## config.mk

```make
export PLATFORM = sky130hd
export DESIGN_NAME = uart_rx_deser_flat
export DESIGN_NICKNAME = d
export VERILOG_FILES = /design/src/rtl/uart_rx_deser_pkg.sv /design/src/rtl/uart_rx_deser_if.sv /design/src/rtl/uart_rx_deser_bit_timer.sv /design/src/rtl/uart_rx_deser.sv /design/src/flat_wrapper.sv
export SDC_FILE = /design/constraint.sdc
export NUM_CORES = 1
export LEC_CHECK = 0
export BUFFER_PORTS_ARGS = -buffer_cell sky130_fd_sc_hd__clkbuf_2
export CORE_ASPECT_RATIO = 0.8
export CORE_MARGIN = 1.5
export CORE_UTILIZATION = 54
export DETAILED_ROUTE_END_ITERATION = 7
export GPL_TIMING_DRIVEN = 0
export MAX_ROUTING_LAYER = met4
export PLACE_DENSITY = 0.79
export SLEW_MARGIN = 0
export SYNTH_ARGS = -nofsm -noshare
export SYNTH_HDL_FRONTEND = slang
export SYNTH_SLANG_ARGS = --single-unit
```

## constraint.sdc

```tcl
create_clock -name clk -period 2.1 [get_ports clk]
set_input_delay 0.42 -clock clk [delete_from_list [all_inputs] [get_ports clk]]
set_output_delay 0.42 -clock clk [all_outputs]
set_load 0.03 [all_outputs]
```

## src/rtl/uart_rx_deser_pkg.sv

```systemverilog
`default_nettype none
// ============================================================================
// Module      : uart_pkg
// Description : Shared types and helpers for the uart_rx_deser receiver.
//               - state_e     : receiver FSM states
//               - BIT_CNT_W   : width of the bit_count_o status output
//               - half_bit_cmp: counter value at which the mid-bit sample
//                               of the start bit is taken
// Revision    : 1.0 - initial release
// ============================================================================
package uart_pkg;

    localparam int BIT_CNT_W = 4;

    typedef enum logic [2:0] {
        IDLE   = 3'd0,
        START  = 3'd1,
        DATA   = 3'd2,
        PARITY = 3'd3,
        STOP   = 3'd4
    } state_e;

    // The counter is cleared on the cycle after the falling edge is seen, so
    // the half-bit point relative to that edge is reached one count earlier.
    function automatic int half_bit_cmp(input int clks_per_bit);
        return (clks_per_bit / 2) - 1;
    endfunction

endpackage
`default_nettype wire

```

## src/rtl/uart_rx_deser_if.sv

```systemverilog
`default_nettype none
// ============================================================================
// Module      : uart_rx_deser_if
// Description : Valid/ready word interface between the UART receiver and the
//               downstream byte consumer.
//   data_o  : received word, stable while valid_o is high
//   valid_o : holding register contains a word
//   ready_i : consumer accepts the word when valid_o & ready_i
//   master  : receiver side, slave : consumer side
// Revision    : 1.0 - initial release
// ============================================================================
interface uart_rx_deser_if #(
    parameter int DATA_BITS = 8
);
    logic [DATA_BITS-1:0] data_o;
    logic                 valid_o;
    logic                 ready_i;

    modport master (
        output data_o,
        output valid_o,
        input  ready_i
    );

    modport slave (
        input  data_o,
        input  valid_o,
        output ready_i
    );
endinterface
`default_nettype wire

```

## src/rtl/uart_rx_deser_bit_timer.sv

```systemverilog
`default_nettype none
// ============================================================================
// Module      : uart_bit_timer
// Description : Bit-period counter for the UART receiver. Counts
//               0..CLKS_PER_BIT-1 while run_i is high, wraps, and is forced
//               to zero by clr_i or when not running.
//   clk, reset  : system clock, synchronous active-high reset
//   clr_i       : restart the count on the next cycle
//   run_i       : counter enabled
//   half_tick_o : count at the start-bit mid-point
//   full_tick_o : count at the last cycle of a bit period
// Revision    : 1.0 - initial release
// ============================================================================
module uart_bit_timer
    import uart_pkg::*;
#(
    parameter int CLKS_PER_BIT = 16
) (
    input  wire logic clk,
    input  wire logic reset,
    input  wire logic clr_i,
    input  wire logic run_i,
    output logic      half_tick_o,
    output logic      full_tick_o
);
    localparam int                CNT_W    = $clog2(CLKS_PER_BIT);
    localparam logic [CNT_W-1:0]  HALF_CMP = CNT_W'(half_bit_cmp(CLKS_PER_BIT));
    localparam logic [CNT_W-1:0]  FULL_CMP = CNT_W'(CLKS_PER_BIT - 1);

    logic [CNT_W-1:0] cnt_q;
    logic [CNT_W-1:0] cnt_d;

    always_comb begin
        cnt_d = cnt_q;
        if (clr_i || !run_i) begin
            cnt_d = '0;
        end else if (cnt_q == FULL_CMP) begin
            cnt_d = '0;
        end else begin
            cnt_d = cnt_q + 1'b1;
        end
    end

    always_ff @(posedge clk) begin
        if (reset) begin
            cnt_q <= '0;
        end else begin
            cnt_q <= cnt_d;
        end
    end

    assign half_tick_o = run_i && (cnt_q == HALF_CMP);
    assign full_tick_o = run_i && (cnt_q == FULL_CMP);

endmodule
`default_nettype wire

```

## src/rtl/uart_rx_deser.sv

```systemverilog
`default_nettype none
// ============================================================================
// Module      : uart_rx_deser
// Description : Oversampling UART receive deserializer. Synchronizes rx_i,
//               detects the start edge, samples each bit at mid-bit, checks
//               the stop bit and presents words through a one-entry
//               valid/ready holding register.
// Build macro : UART_RX_PARITY_EN - adds a parity bit between the last data
//               bit and the stop bit; otherwise parity_err_o is tied low.
// Ports       :
//   clk, reset   : system clock, synchronous active-high reset
//   rx_i         : asynchronous serial line, idles high
//   rx_if        : word output (data_o / valid_o / ready_i), master side
//   busy_o       : receiver not idle
//   bit_count_o  : data bits captured in the current frame
//   frame_err_o  : 1-cycle pulse, stop bit sampled low
//   overrun_o    : 1-cycle pulse, completed word dropped (register full)
//   parity_err_o : 1-cycle pulse, parity mismatch (word dropped)
// Revision    : 1.0 - initial release
// ============================================================================
module uart_rx_deser
    import uart_pkg::*;
#(
    parameter int CLKS_PER_BIT = 16,
    parameter int DATA_BITS    = 8,
    parameter int PARITY_ODD   = 0
) (
    input  wire logic              clk,
    input  wire logic              reset,
    input  wire logic              rx_i,
    uart_rx_deser_if.master        rx_if,
    output logic                   busy_o,
    output logic [BIT_CNT_W-1:0]   bit_count_o,
    output logic                   frame_err_o,
    output logic                   overrun_o,
    output logic                   parity_err_o
);
    localparam logic [BIT_CNT_W-1:0] LAST_BIT = BIT_CNT_W'(DATA_BITS - 1);

    state_e                 state_q, state_d;
    logic                   rx_meta_q, rx_meta_d;
    logic                   rx_s_q, rx_s_d;
    logic                   rx_prev_q, rx_prev_d;
    logic [DATA_BITS-1:0]   shift_q, shift_d;
    logic [DATA_BITS-1:0]   hold_q, hold_d;
    logic                   valid_q, valid_d;
    logic [BIT_CNT_W-1:0]   bit_cnt_q, bit_cnt_d;

    logic                   frame_err;
    logic                   overrun;
    logic                   half_tick;
    logic                   full_tick;
    logic                   timer_clr;
    logic                   timer_run;

`ifdef UART_RX_PARITY_EN
    localparam logic PARITY_SENSE = (PARITY_ODD != 0);
    logic par_q, par_d;
    logic parity_err;
`else
    // Parity sense has no effect when the parity bit is not compiled in.
    logic unused_parity_odd;
    assign unused_parity_odd = (PARITY_ODD != 0);
`endif

    // Counter restarts on every state change so each state measures its own
    // bit period from entry.
    assign timer_clr = (state_d != state_q);
    assign timer_run = (state_q != IDLE);

    uart_bit_timer #(
        .CLKS_PER_BIT (CLKS_PER_BIT)
    ) u_bit_timer (
        .clk         (clk),
        .reset       (reset),
        .clr_i       (timer_clr),
        .run_i       (timer_run),
        .half_tick_o (half_tick),
        .full_tick_o (full_tick)
    );

    always_comb begin
        rx_meta_d = rx_i;
        rx_s_d    = rx_meta_q;
        rx_prev_d = rx_s_q;
        state_d   = state_q;
        shift_d   = shift_q;
        hold_d    = hold_q;
        valid_d   = valid_q;
        bit_cnt_d = bit_cnt_q;
        frame_err = 1'b0;
        overrun   = 1'b0;
`ifdef UART_RX_PARITY_EN
        par_d      = par_q;
        parity_err = 1'b0;
`endif

        // Consumer side: an accept empties the register unless a commit
        // below refills it in the same cycle.
        if (valid_q && rx_if.ready_i) begin
            valid_d = 1'b0;
        end

        case (state_q)
            IDLE: begin
                // Falling edge only, so a line stuck low never starts frames.
                if (!rx_s_q && rx_prev_q) begin
                    state_d = START;
                end
            end
            START: begin
                if (half_tick) begin
                    state_d = rx_s_q ? IDLE : DATA;
                end
            end
            DATA: begin
                if (full_tick) begin
                    shift_d   = {rx_s_q, shift_q[DATA_BITS-1:1]};
                    bit_cnt_d = bit_cnt_q + 1'b1;
                    if (bit_cnt_q == LAST_BIT) begin
`ifdef UART_RX_PARITY_EN
                        state_d = PARITY;
`else
                        state_d = STOP;
`endif
                    end
                end
            end
`ifdef UART_RX_PARITY_EN
            PARITY: begin
                if (full_tick) begin
                    par_d   = rx_s_q;
                    state_d = STOP;
                end
            end
`endif
            STOP: begin
                // Leave on the sample cycle so a start edge during the rest
                // of the stop bit is still caught.
                if (full_tick) begin
                    state_d = IDLE;
                    if (!rx_s_q) begin
                        frame_err = 1'b1;
`ifdef UART_RX_PARITY_EN
                    end else if ((^{shift_q, par_q}) != PARITY_SENSE) begin
                        parity_err = 1'b1;
`endif
                    end else if (valid_q && !rx_if.ready_i) begin
                        overrun = 1'b1;
                    end else begin
                        hold_d  = shift_q;
                        valid_d = 1'b1;
                    end
                end
            end
            default: begin
                state_d = IDLE;
            end
        endcase

        if (state_d == IDLE) begin
            bit_cnt_d = '0;
        end
    end

    always_ff @(posedge clk) begin
        if (reset) begin
            rx_meta_q <= 1'b1;
            rx_s_q    <= 1'b1;
            rx_prev_q <= 1'b1;
            state_q   <= IDLE;
            shift_q   <= '0;
            hold_q    <= '0;
            valid_q   <= 1'b0;
            bit_cnt_q <= '0;
`ifdef UART_RX_PARITY_EN
            par_q     <= 1'b0;
`endif
        end else begin
            rx_meta_q <= rx_meta_d;
            rx_s_q    <= rx_s_d;
            rx_prev_q <= rx_prev_d;
            state_q   <= state_d;
            shift_q   <= shift_d;
            hold_q    <= hold_d;
            valid_q   <= valid_d;
            bit_cnt_q <= bit_cnt_d;
`ifdef UART_RX_PARITY_EN
            par_q     <= par_d;
`endif
        end
    end

    assign rx_if.data_o  = hold_q;
    assign rx_if.valid_o = valid_q;
    assign busy_o        = (state_q != IDLE);
    assign bit_count_o   = bit_cnt_q;
    assign frame_err_o   = frame_err;
    assign overrun_o     = overrun;
`ifdef UART_RX_PARITY_EN
    assign parity_err_o  = parity_err;
`else
    assign parity_err_o  = 1'b0;
`endif

endmodule
`default_nettype wire

```

## src/flat_wrapper.sv

```systemverilog
// flat-port wrapper written by rule: the top's interface ports become plain ports
module uart_rx_deser_flat import uart_pkg::*;
#(
    parameter int CLKS_PER_BIT = 16,
    parameter int DATA_BITS    = 8,
    parameter int PARITY_ODD   = 0
)
  (clk, reset, rx_i, busy_o, bit_count_o, frame_err_o, overrun_o, parity_err_o, rx_if_data_o, rx_if_valid_o, rx_if_ready_i);
  uart_rx_deser_if #(.DATA_BITS(DATA_BITS)) rx_if_i ();
  input  wire logic clk;
  input  wire logic reset;
  input  wire logic rx_i;
  output logic busy_o;
  output logic [BIT_CNT_W-1:0] bit_count_o;
  output logic frame_err_o;
  output logic overrun_o;
  output logic parity_err_o;
  output wire logic [$bits(rx_if_i.data_o)-1:0] rx_if_data_o;
  output wire logic [$bits(rx_if_i.valid_o)-1:0] rx_if_valid_o;
  input wire logic [$bits(rx_if_i.ready_i)-1:0] rx_if_ready_i;
  assign rx_if_data_o = rx_if_i.data_o;
  assign rx_if_valid_o = rx_if_i.valid_o;
  assign rx_if_i.ready_i = rx_if_ready_i;
  uart_rx_deser #(.CLKS_PER_BIT(CLKS_PER_BIT), .DATA_BITS(DATA_BITS), .PARITY_ODD(PARITY_ODD)) u_core (.clk(clk), .reset(reset), .rx_i(rx_i), .rx_if(rx_if_i), .busy_o(busy_o), .bit_count_o(bit_count_o), .frame_err_o(frame_err_o), .overrun_o(overrun_o), .parity_err_o(parity_err_o));
endmodule
```

* After elaboration in Yosys (flattened, before gate mapping)
Cells that the tools add are included.
Word-level totals: register bits after elaboration 31, input bits 4, output and inout port bits 17, word-level logic and storage cells 54
Cells by class: $add $sub $neg 2, equal/unequal tests 7, multiplexer cells 19, bitwise gates (word level) 1, reduce and logical (&&, ||, !) cells 16
Operator list (count):
- $mux 3 | 5
- $mux 1 | 12
- $pmux 3 s4 | 1
- $add 4x1->4 const B | 2
- $eq 4x3->1 const B | 2
- $logic_not 3->1 | 2
- $logic_and 1x1->1 | 5
- $eq 4x4->1 const B | 1
- $reduce_and 4->1 | 1
- $eq 3x1->1 const B | 1
- $eq 3x2->1 const B | 1
- $eq 3x3->1 const B | 1
- $logic_not 1->1 | 3
- $ne 3x3->1 | 1
- $reduce_bool 3->1 | 1
- $reduce_or 3->1 | 1
- $mux 2 | 1
- $reduce_and 2->1 | 1
- $reduce_or 2->1 | 1
- $logic_or 1x1->1 | 1
- $not 1->1 | 1

* Longest topological paths before layout
Gate-level depths: netlist of the first run.
word-level depth 7, gate-level depth with buffers 6, gate-level depth less buffers 5

* Hierarchy
Synthesis of the first run repeated with hierarchy kept, for this count alone.
Unflattened totals: cells, all modules 143, area total of the unflattened synthesis 1353.8 sq um
By module, submodules not included:
- uart_rx_deser | times used 1, cells each 124, area an instance 1186.1 sq um, seq. area each 540.5 sq um
- uart_bit_timer | times used 1, cells each 19, area an instance 167.7 sq um, seq. area each 80.1 sq um

* Worst setup path before layout of the first run
OpenSTA, ideal clock, no wires.
kind reg-to-output, start register u_core.u_bit_timer.cnt_q[0], end output port overrun_o, data arrival time 1512 ps, data required time 1680 ps, slack 168 ps, stages on the path, launching flop included 5, buffers on the path 0, path through dfxtp_1 -> ha_1 -> nand4b_4 -> or3_1 -> nor2_1
On the way: longest elaborated chain between the ends 4
RTL lines:
- start: declaration | RTL line uart_rx_deser_bit_timer.sv:30 | logic [CNT_W-1:0] cnt_q;
- start signal: assignment | RTL line uart_rx_deser_bit_timer.sv:48 | cnt_q <= cnt_d;
- $eq 4x4->1 | RTL line uart_rx_deser_bit_timer.sv:53 | assign full_tick_o = run_i && (cnt_q == FULL_CMP);
- $logic_and 1x1->1 | RTL line uart_rx_deser_bit_timer.sv:53
- $mux 1 | RTL line uart_rx_deser.sv:140 | if (full_tick) begin
- $mux 1 | RTL line uart_rx_deser.sv:104 | case (state_q)
- end: declaration | RTL line flat_wrapper.sv:16 | output logic overrun_o;
No other way between the ends.

* Worst setup path in the final report of the first run
Same ends and word-level chain as after synthesis.

==> results of run 1 <==
-- per-stage QoR --
stage	std cells	hold WS [ns]	setup WS (ns)	utilization	instance area (sq um)
final	194	0.271	0.0816	0.682	1510
after global routing	194	0.249	0.0167	0.682	1510
after CTS	194	0.249	0.0134	0.678	1500
after detailed placement	185	0.410	0.189	0.637	1410
after global placement	185	0.392	0.226	0.637	1410
after floorplan	142	0.389	0.168	-	1290
-- final timing paths --
kind                               start                endpoint  slack (ns)  cells after the start
min reg2reg             u_core.rx_meta_q        u_core.rx_prev_d        0.42                      1
max          u_core.u_bit_timer.cnt_q[0]               overrun_o        0.08                      5
max reg2reg  u_core.u_bit_timer.cnt_q[0]  u_core.rx_if.data_o[7]        0.44                      7
min                                 rx_i        u_core.rx_meta_q        0.27                      2
-- Yosys cell counts (3+ instances only) --
cell / n / area, sq um
dfxtp_1: 31 / 621
clkbuf_1: 3 / 11.3
nand2b_1: 3 / 18.8
xnor2_1: 4 / 35.0
inv_1: 5 / 18.8
or2_2: 3 / 18.8
mux2i_1: 8 / 80.1
nor2_1: 20 / 75.1
a21oi_1: 12 / 60.1
nand2_1: 18 / 67.6
nor3_1: 5 / 25.0
-- cells by family after synthesis --
kind of cell / after synthesis / share of synthesized area
adder cells (fa/ha/maj): 2 / 0.0194
AO/OA/AOI/OAI: 18 / 0.0796
buffers and inverters: 13 / 0.0544
AND/OR/NAND/NOR: 64 / 0.266
other: 1 / 0.00291
multiplexers: 8 / 0.0621
flip-flops: 31 / 0.482
XOR/XNOR: 5 / 0.0340
-- critical path, cell delays in order, from the launching register on --
cell,delay (ns)
dfxtp_2,0.37
ha_4,0.17
nand4b_4,0.11
or3_1,0.34
nor2_1,0.10
clkbuf_4,0.19
-- per-layer routing --
metal	global-route usage	wire length, microns	vias up	share of wire
met5	-	0	-	0
met4	0.126	25	0	0.0097
met3	0.101	167	2	0.065
met2	0.366	1290	30	0.50
met1	0.249	1100	489	0.43
li1	-	-	521	-
-- final cells by class --
class,instances,area share
Multi-Input combinational cell,98,0.409
Clock buffer,8,0.0455
Tap cell,25,0.0207
Sequential cell,31,0.412
Timing Repair Buffer,19,0.0662
Inverter,5,0.0124
Buffer,8,0.0339
-- flip-flops by register name (all words and copies together), names as in the netlist --
| signal | flops |
|---|---|
| u_core.rx_if.data_o | 8 |
| u_core.shift_q | 8 |
| u_core.bit_count_o | 4 |
| u_core.u_bit_timer.cnt_q | 4 |
| u_core.state_q | 3 |
| u_core.rx_if.valid_o | 1 |
| u_core.rx_meta_q | 1 |
| u_core.rx_prev_d | 1 |
| u_core.rx_prev_q | 1 |
-- report_power, final --
group,total (W),switching (W),internal (W)
clock,0.000392,0.000196,0.000197
sequential,0.000594,0.00000289,0.000591
combinational,0.0000377,0.0000236,0.0000141
-- repair_timing --
action / CTS / global route
cloned: 0 / 0
hold endpoints to repair: 0 / 0
endpoints found under the setup margin: 1 / 1
gates resized for setup: 3 / 4
buffers inserted: 1 / 0
pin swaps: 0 / 0
hold buffers: 0 / 0
==> results.json, run 1 <==
{
  "syn_to_final_growth_pct": 17.3,
  "antennaDiodeCount": 0,
  "cts-root-buf": "clkbuf_4",
  "rsz0062_at_grt": "no",
  "cts_tree": "built",
  "p_leak_nw": 0.625,
  "drive_above_1_share": 0.243,
  "syn-num-nets": 148,
  "dieArea_sq_um": 2690,
  "drc": 1,
  "crit_arrival_ns": 1.60,
  "synthArstFlopShare": 0,
  "yosysWarningCount": 0,
  "clk_pin_slew_ns": 0.09,
  "final_common_cell": "dfxtp_1",
  "synth-edff-count": 0,
  "start_util": 0.582,
  "synth_top_flop_cell": "dfxtp_1",
  "ant_nets": 0,
  "period_share": 0.961,
  "numPortBuffers": 18,
  "drt_iter0_drc": 39,
  "seq_area_sq_um": 623,
  "multi_input_area_sq_um": 618,
  "fin_crit_ns": 2.02,
  "final.setup_skew_ns": 0.0108,
  "first_global_vias": 921,
  "fin_setup_tns_ns": 0,
  "end_kind": "output pin",
  "seq_area_frac_synth": 0.482,
  "fp.dieH_microns": 46.7,
  "gr-total-overflow": 0,
  "synthesis.area_sq_um": 1290,
  "htree_levels": 2,
  "cp-start-kind": "flop",
  "final_max_slew_viol_count": 0,
  "cap_violations": 0,
  "die_w_microns": 57.6,
  "required_ns": 1.68,
  "antenna_found_initial": 0,
  "clock_latency_ns": 0.33,
  "netlist_instances": 142,
  "status": "complete, but fails checks",
  "fin_nets": 174,
  "grt_max_degree": 11,
  "dr_total_vias": 1042,
  "numCtsBuffers": 5,
  "ioPinCount": 21,
  "grt_pass1_wl_microns": 4200,
  "core_area_sq_um": 2210,
  "place_congestion": 0.909,
  "finalHoldViolCount": 0,
  "drt_pass1_iterations": 6,
  "most-common-layout-cells": "dfxtp_1 (29), nor2_1 (20), nand2_1 (18), clkbuf_2 (17), a21oi_1 (12)",
  "ir_worst_vdd_mv": 0.395,
  "synth-seq-cells": 31,
  "cts_sinks": 31,
  "hpwlAfterDp_microns": 1890,
  "worstSetupPathType": "reg2out",
  "worstPathMaxFanout": 4,
  "power-per-cell-area_nw_per_um2": 678,
  "fill_cells": 183,
  "routed_wirelength_microns": 2590,
  "setup_viol": 0,
  "syn_avg_cell_area_sq_um": 9.08,
  "hp-class": "in2reg",
  "vias_per_cell": 5.37,
  "total_power_w": 0.00102,
  "grt_usage": 0.232,
  "ys_types": 33,
  "max_freq_mhz": 495,
  "cts.path.max_buffers": 2,
  "post_drt_wl_per_cell_microns": 13.3,
  "violations": "DRC",
  "row_count": 15
}
(Power assumes the default switching activity.)
==> inputs of run 2 (changes only) <==
--- a/config.mk
+++ b/config.mk
@@ -12,8 +12,9 @@
 export DETAILED_ROUTE_END_ITERATION = 7
 export GPL_TIMING_DRIVEN = 0
 export MAX_ROUTING_LAYER = met4
-export PLACE_DENSITY = 0.79
+export PLACE_DENSITY = 0.78
 export SLEW_MARGIN = 0
 export SYNTH_ARGS = -nofsm -noshare
 export SYNTH_HDL_FRONTEND = slang
+export SYNTH_HIERARCHICAL = 1
 export SYNTH_SLANG_ARGS = --single-unit
==> run 2 against run 1 <==
Net effect:
- the run ends with setup timing left
- wire length up 13%
- count of clock-buffer cells in the layout down 2
- cell area rose by 11%
- highest routed layer unchanged
- critical path type is now reg2reg
- critical endpoint is now u_core/u_bit_timer/cnt_q[1]
==> results.json, run 2 <==
{
  "fin_nets": 181,
  "grt_max_degree": 11,
  "start_util": 0.564,
  "cts_sinks": 31,
  "path_buf_inv": 1,
  "drive_above_1_share": 0.352,
  "cp_slowest_cell": "or3_4",
  "ioPinCount": 21,
  "cts-root-buf": "clkbuf_4",
  "cap_violations": 0,
  "path_cells": "buf_6, or3_4, nand3_4, nor2_4, nor2_1, mux2i_1, o21ai_1, nand2_1, or3b_4, a31o_1, nor2_1",
  "core_area_sq_um": 2400,
  "drt_iter0_drc": 30,
  "slew-limit-headroom": 0.600,
  "dieArea_sq_um": 2820,
  "worstSetupPathType": "reg2reg",
  "final_common_cell": "dfxtp_1",
  "place_congestion": 0.839,
  "numCtsBuffers": 5,
  "worst_path_most_repeated_cell": "nor2_1",
  "grt_usage": 0.231,
  "synthArstFlopShare": 0,
  "cts_hold_repair.buffers": 0,
  "fp.dieH_microns": 47.8,
  "hpwlAfterDp_microns": 1860,
  "antennaDiodeCount": 0,
  "most-common-layout-cells": "dfxtp_1 (30), nand2_1 (19), clkbuf_2 (17), nor2_1 (16), mux2i_1 (11)",
  "required_ns": 2.37,
  "final.setup_skew_ns": 0.00713,
  "synthMostInstantiatedCell": "dfxtp_1",
  "fin_setup_tns_ns": -0.390,
  "synthesis.area_sq_um": 1350,
  "cts_tree": "built",
  "dr_total_vias": 1132,
  "total_power_w": 0.00113,
  "synth_top_area_frac": 0.458,
  "setup_viol": 5,
  "clk_pin_slew_ns": 0.10,
  "fin_crit_ns": 2.21,
  "die_w_microns": 59.0,
  "ant_nets": 0,
  "placed_cells_incl_taps": 189,
  "synth-seq-cells": 31,
  "routed_wirelength_microns": 2930,
  "fin_ws_ns": -0.110,
  "finalNonFillerCells": 203,
  "power-per-cell-area_nw_per_um2": 673,
  "fill_cells": 189,
  "finalHoldViolCount": 0,
  "netlist_top_cells_area": "dfxtp_1 (46%), mux2i_1 (8.1%), nand2_1 (5.3%)",
  "hp-class": "in2reg",
  "ys_types": 37,
  "antenna_found_initial": 0,
  "final_max_slew_viol_count": 0,
  "row_count": 16,
  "grt_pass1_wl_microns": 4460,
  "violations": "setup timing",
  "place_ws_ns": -0.0809,
  "end_kind": "flop",
  "ir_worst_vdd_mv": 0.427,
  "period_share": 1.05,
  "crit_family": "simple AND/OR/NAND/NOR gates",
  "crit_arrival_ns": 2.48,
  "vias_per_cell": 5.58,
  "numPortBuffers": 19,
  "worstPathMaxFanout": 3,
  "max_freq_mhz": 452,
  "cp-start-kind": "flop",
  "fin_util": 0.701,
  "ys_top_cells_by_count": "dfxtp_1 (31), nand2_1 (19), nor2_1 (19)",
  "syn_to_final_growth_pct": 24.3,
  "rsz0062_at_grt": "yes",
  "first_global_vias": 973,
  "post_drt_wl_per_cell_microns": 14.4,
  "whs_path_depth": 2,
  "seq_area_frac_synth": 0.458,
  "synth-edff-count": 0,
  "p_leak_nw": 0.699,
  "netlist_instances": 143,
  "cts.path.max_buffers": 2,
  "status": "complete, but fails checks",
  "yosys.area.top_type": "dfxtp_1",
  "synth_top_flop_cell": "dfxtp_1",
  "yosysWarningCount": 6,
  "clock_latency_ns": 0.34,
  "htree_levels": 2,
  "drc": 0,
  "syn_avg_cell_area_sq_um": 9.47,
  "syn-num-nets": 149,
  "worst_r2r_path_depth": 11,
  "worst_pin_slew_ns": 0.600,
  "gr-total-overflow": 0,
  "worstSetupPathDepth": 11,
  "slowest_delay_ns": 0.40,
  "drt_pass1_iterations": 4
}
==> run 2: cell count changes after synthesis, moves of 3 or more <==
cell / change
nor3_2: +4
inv_1: -3
a21oi_1: -3
mux2i_1: +3
nor3_1: -5
==> run 2: cells by family (layout without fill, tap and decap cells) <==
| family | Yosys count | count (layout) | share of synthesized area |
|---|---|---|---|
| simple gates | 66 | 66 | 0.275 |
| flops | 31 | 31 | 0.458 |
| compound gates | 16 | 16 | 0.0869 |
| mux | 11 | 11 | 0.0813 |
| buf+inv | 11 | 44 | 0.0444 |
| xor+xnor | 5 | 5 | 0.0324 |
| fa+ha+maj | 2 | 2 | 0.0185 |
| other cells | 1 | 1 | 0.00277 |
==> run 2: routing by layer <==
metal / track usage / routed length [microns] / vias to the layer above
li1: - / - / 546
met1: 0.269 / 1250 / 539
met2: 0.347 / 1460 / 36
met3: 0.0865 / 152 / 11
met4: 0.132 / 69 / 0
met5: - / 0 / -
==> run 2: where the power goes <==
group | switching (W) | internal, W
sequential | 0.00000292 | 0.000591
combinational | 0.0000301 | 0.0000200
clock | 0.000208 | 0.000281
==> run 2: metrics by stage <==
stage | cell area (sq um) | hold slack, ns
6_report | 1680 | 0.263
5_1_grt | 1680 | 0.255
4_1_cts | 1660 | 0.249
3_5_place_dp | 1490 | 0.398
3_3_place_gp | 1490 | 0.393
2_1_floorplan | 1360 | 0.389
==> run 2: what timing repair did <==
| action | 4_1_cts | 5_1_grt |
|---|---|---|
| endpoints found under the hold margin | 0 | 0 |
| resized for setup | 14 | 4 |
| setup endpoints to repair | 8 | 9 |
| setup buffers | 5 | 1 |
| pin swaps | 5 | 8 |
==> run 2: worst paths after layout <==
kind                            endpoint  slack, ns               from
min                     u_core/rx_meta_q       0.26               rx_i
min reg2reg             u_core/rx_prev_d       0.42   u_core/rx_meta_q
max reg2reg  u_core/u_bit_timer/cnt_q[1]      -0.11  u_core/state_q[1]
max          u_core/u_bit_timer/cnt_q[1]      -0.11  u_core/state_q[1]
==> run 2: layout make-up <==
cell class | instances | area [sq um] | area share
Inverter | 2 | 7.51 | 0.00446
Clock buffer | 6 | 51.3 | 0.0305
Multi-Input combinational cell | 101 | 721 | 0.428
Sequential cell | 31 | 622 | 0.370
Clock inverter | 2 | 35.0 | 0.0208
Buffer | 9 | 61.3 | 0.0364
Tap cell | 27 | 33.8 | 0.0201
Timing Repair Buffer | 25 | 151 | 0.0900
==> run 2: worst register-to-register path, cell delays in order, from the launching register on <==
cell     delay [ns]
dfxtp_2        0.34
buf_6          0.11
or3_4          0.40
nand3_4        0.10
nor2_4         0.04
nor2_1         0.10
mux2i_1        0.10
o21ai_1        0.15
nand2_1        0.07
or3b_4         0.38
a31o_1         0.22
nor2_1         0.13
==> inputs of run 3 (changes only) <==
--- a/config.mk
+++ b/config.mk
@@ -6,7 +6,6 @@
 export NUM_CORES = 1
 export LEC_CHECK = 0
 export BUFFER_PORTS_ARGS = -buffer_cell sky130_fd_sc_hd__clkbuf_2
-export CORE_ASPECT_RATIO = 0.8
 export CORE_MARGIN = 1.5
 export CORE_UTILIZATION = 54
 export DETAILED_ROUTE_END_ITERATION = 7
==> run 3 against run 2 <==
Net effect:
- the run still ends with setup timing left
- wire length shrank 2.4%
- final cell count grew 2.5%
- die area is essentially flat
- via count shrank 0.62%
- cell area grew 3.6%
- critical path type is now reg2out
==> results.json, run 3 (same netlist as run 2, synthesis figures left out) <==
{
  "status": "complete, but fails checks",
  "violations": "setup timing",
  "total_power_w": 0.00113,
  "fp.dieH_microns": 53.1,
  "grt_max_degree": 11,
  "cts_hold_repair.buffers": 0,
  "gr-total-overflow": 0,
  "crit_family": "simple AND/OR/NAND/NOR gates",
  "fin_area_sq_um": 1740,
  "grt_usage": 0.222,
  "clk_pin_slew_ns": 0.10,
  "grt_pass1_wl_microns": 4280,
  "cts_tree": "built",
  "row_count": 17,
  "rsz0062_at_grt": "yes",
  "hpwlAfterDp_microns": 1820,
  "syn_to_final_growth_pct": 28.7,
  "start_util": 0.589,
  "first_global_vias": 977,
  "max_freq_mhz": 462,
  "drive_above_1_share": 0.378,
  "antennaDiodeCount": 0,
  "finalNonFillerCells": 208,
  "final.setup_skew_ns": 0.00862,
  "cp-start-kind": "flop",
  "cap_violations": 0,
  "required_ns": 1.68,
  "final_max_slew_viol_count": 0,
  "numCtsBuffers": 5,
  "numPortBuffers": 19,
  "dieArea_sq_um": 2820,
  "vias_per_cell": 5.41,
  "worstSetupPathType": "reg2out",
  "cp_slowest_cell": "or3_4",
  "drt_pass1_iterations": 4,
  "worst_r2r_path_depth": 11,
  "postPlaceCellArea_sq_um": 1490,
  "clock_latency_ns": 0.33,
  "fin_nets": 185,
  "ir_worst_vdd_mv": 0.517,
  "drt_iter0_drc": 26,
  "crit_arrival_ns": 1.74,
  "fin_crit_ns": 2.16,
  "cts-root-buf": "clkbuf_4",
  "finalHoldViolCount": 0,
  "cts.path.max_buffers": 2,
  "die_w_microns": 53.1,
  "placed_cells_incl_taps": 190,
  "htree_levels": 2,
  "worst_pin_slew_ns": 0.553,
  "end_kind": "output pin",
  "p_leak_nw": 0.728,
  "path_cells": "buf_6, or3_4, nand3_4, nor2_4, and2_4, nand3_4, nor2_2, clkbuf_8",
  "worstPathMaxFanout": 3,
  "core_area_sq_um": 2300,
  "slowest_delay_ns": 0.40,
  "worst_path_most_repeated_cell": "nand3_4",
  "ant_nets": 0,
  "worstSetupPathDepth": 8,
  "path_buf_inv": 2,
  "dr_total_vias": 1125,
  "most-common-layout-cells": "dfxtp_1 (28), nand2_1 (19), clkbuf_2 (17), nor2_1 (15), buf_4 (12)",
  "cts_sinks": 31,
  "fin_ws_ns": -0.0634,
  "routed_wirelength_microns": 2860,
  "whs_path_depth": 2,
  "setup_viol": 5,
  "antenna_found_initial": 0,
  "post_drt_wl_per_cell_microns": 13.8,
  "place_congestion": 0.801,
  "final_common_cell": "dfxtp_1",
  "slew-limit-headroom": 0.632,
  "ioPinCount": 21,
  "place_ws_ns": -0.0815,
  "hp-class": "in2reg",
  "drc": 0,
  "period_share": 1.03,
  "power-per-cell-area_nw_per_um2": 648
}
[run 3: cell types whose count changed in the layout (fill, tap and decap cells not counted), sizes merged]
cell / before / now
buf: 12 / 16
[run 3: worst paths after layout]
path                           from  slack (ns)                           to
setup / recovery  u_core/state_q[2]       -0.06                    overrun_o
hold / removal                 rx_i        0.27             u_core/rx_meta_q
hold reg to reg    u_core/rx_meta_q        0.42             u_core/rx_prev_d
setup reg to reg  u_core/state_q[2]       -0.02  u_core/u_bit_timer/cnt_q[1]
[run 3: metrics by stage]
| stage | hold WS [ns] | setup TNS [ns] | util |
|---|---|---|---|
| final | 0.273 | -0.167 | 0.759 |
| after global routing | 0.263 | -0.904 | 0.759 |
| after CTS | 0.268 | -0.0688 | 0.723 |
| after detailed placement | 0.396 | -0.182 | 0.649 |
| after global placement | 0.392 | 0 | 0.649 |
| after floorplan | 0.389 | 0 | - |
[run 3: layer usage]
| metal | track usage | part of all wire | vias up | wire, microns |
|---|---|---|---|---|
| met4 | 0.111 | 0.015 | 0 | 42 |
| met2 | 0.346 | 0.51 | 24 | 1450 |
| li1 | - | - | 555 | - |
| met5 | - | 0 | - | 0 |
| met1 | 0.253 | 0.44 | 541 | 1270 |
| met3 | 0.0763 | 0.037 | 5 | 105 |
[run 3: cell type report]
| cell class | count | area [sq um] |
|---|---|---|
| clock buffer | 6 | 51.3 |
| sequential | 31 | 627 |
| clock inverter | 2 | 35.0 |
| fill | 172 | 554 |
| buffer | 8 | 53.8 |
| multi-input combinational | 101 | 738 |
| tap | 28 | 35.0 |
| inverter | 2 | 7.51 |
| timing repair buffer | 30 | 195 |
[run 3: power by group]
group / internal (W) / switching [W] / total, W
sequential: 0.000591 / 0.00000623 / 0.000597
combinational: 0.0000189 / 0.0000265 / 0.0000454
clock: 0.000281 / 0.000206 / 0.000487
[run 3: what timing repair did]
item	in CTS	in global routing
buffers inserted	4	7
gates resized for setup	14	11
endpoints found under the setup margin	7	9
pin swaps	3	10
[run 3: worst reg2reg max path, cell delays in order, from the launching register on]
cell	delay (ns)
dfxtp_2	0.33
buf_6	0.11
or3_4	0.40
nand3_4	0.10
nor2_4	0.05
nor2_2	0.10
mux2i_1	0.07
o21ai_1	0.12
nand2_1	0.06
or3b_1	0.39
a31o_1	0.23
nor2_1	0.10
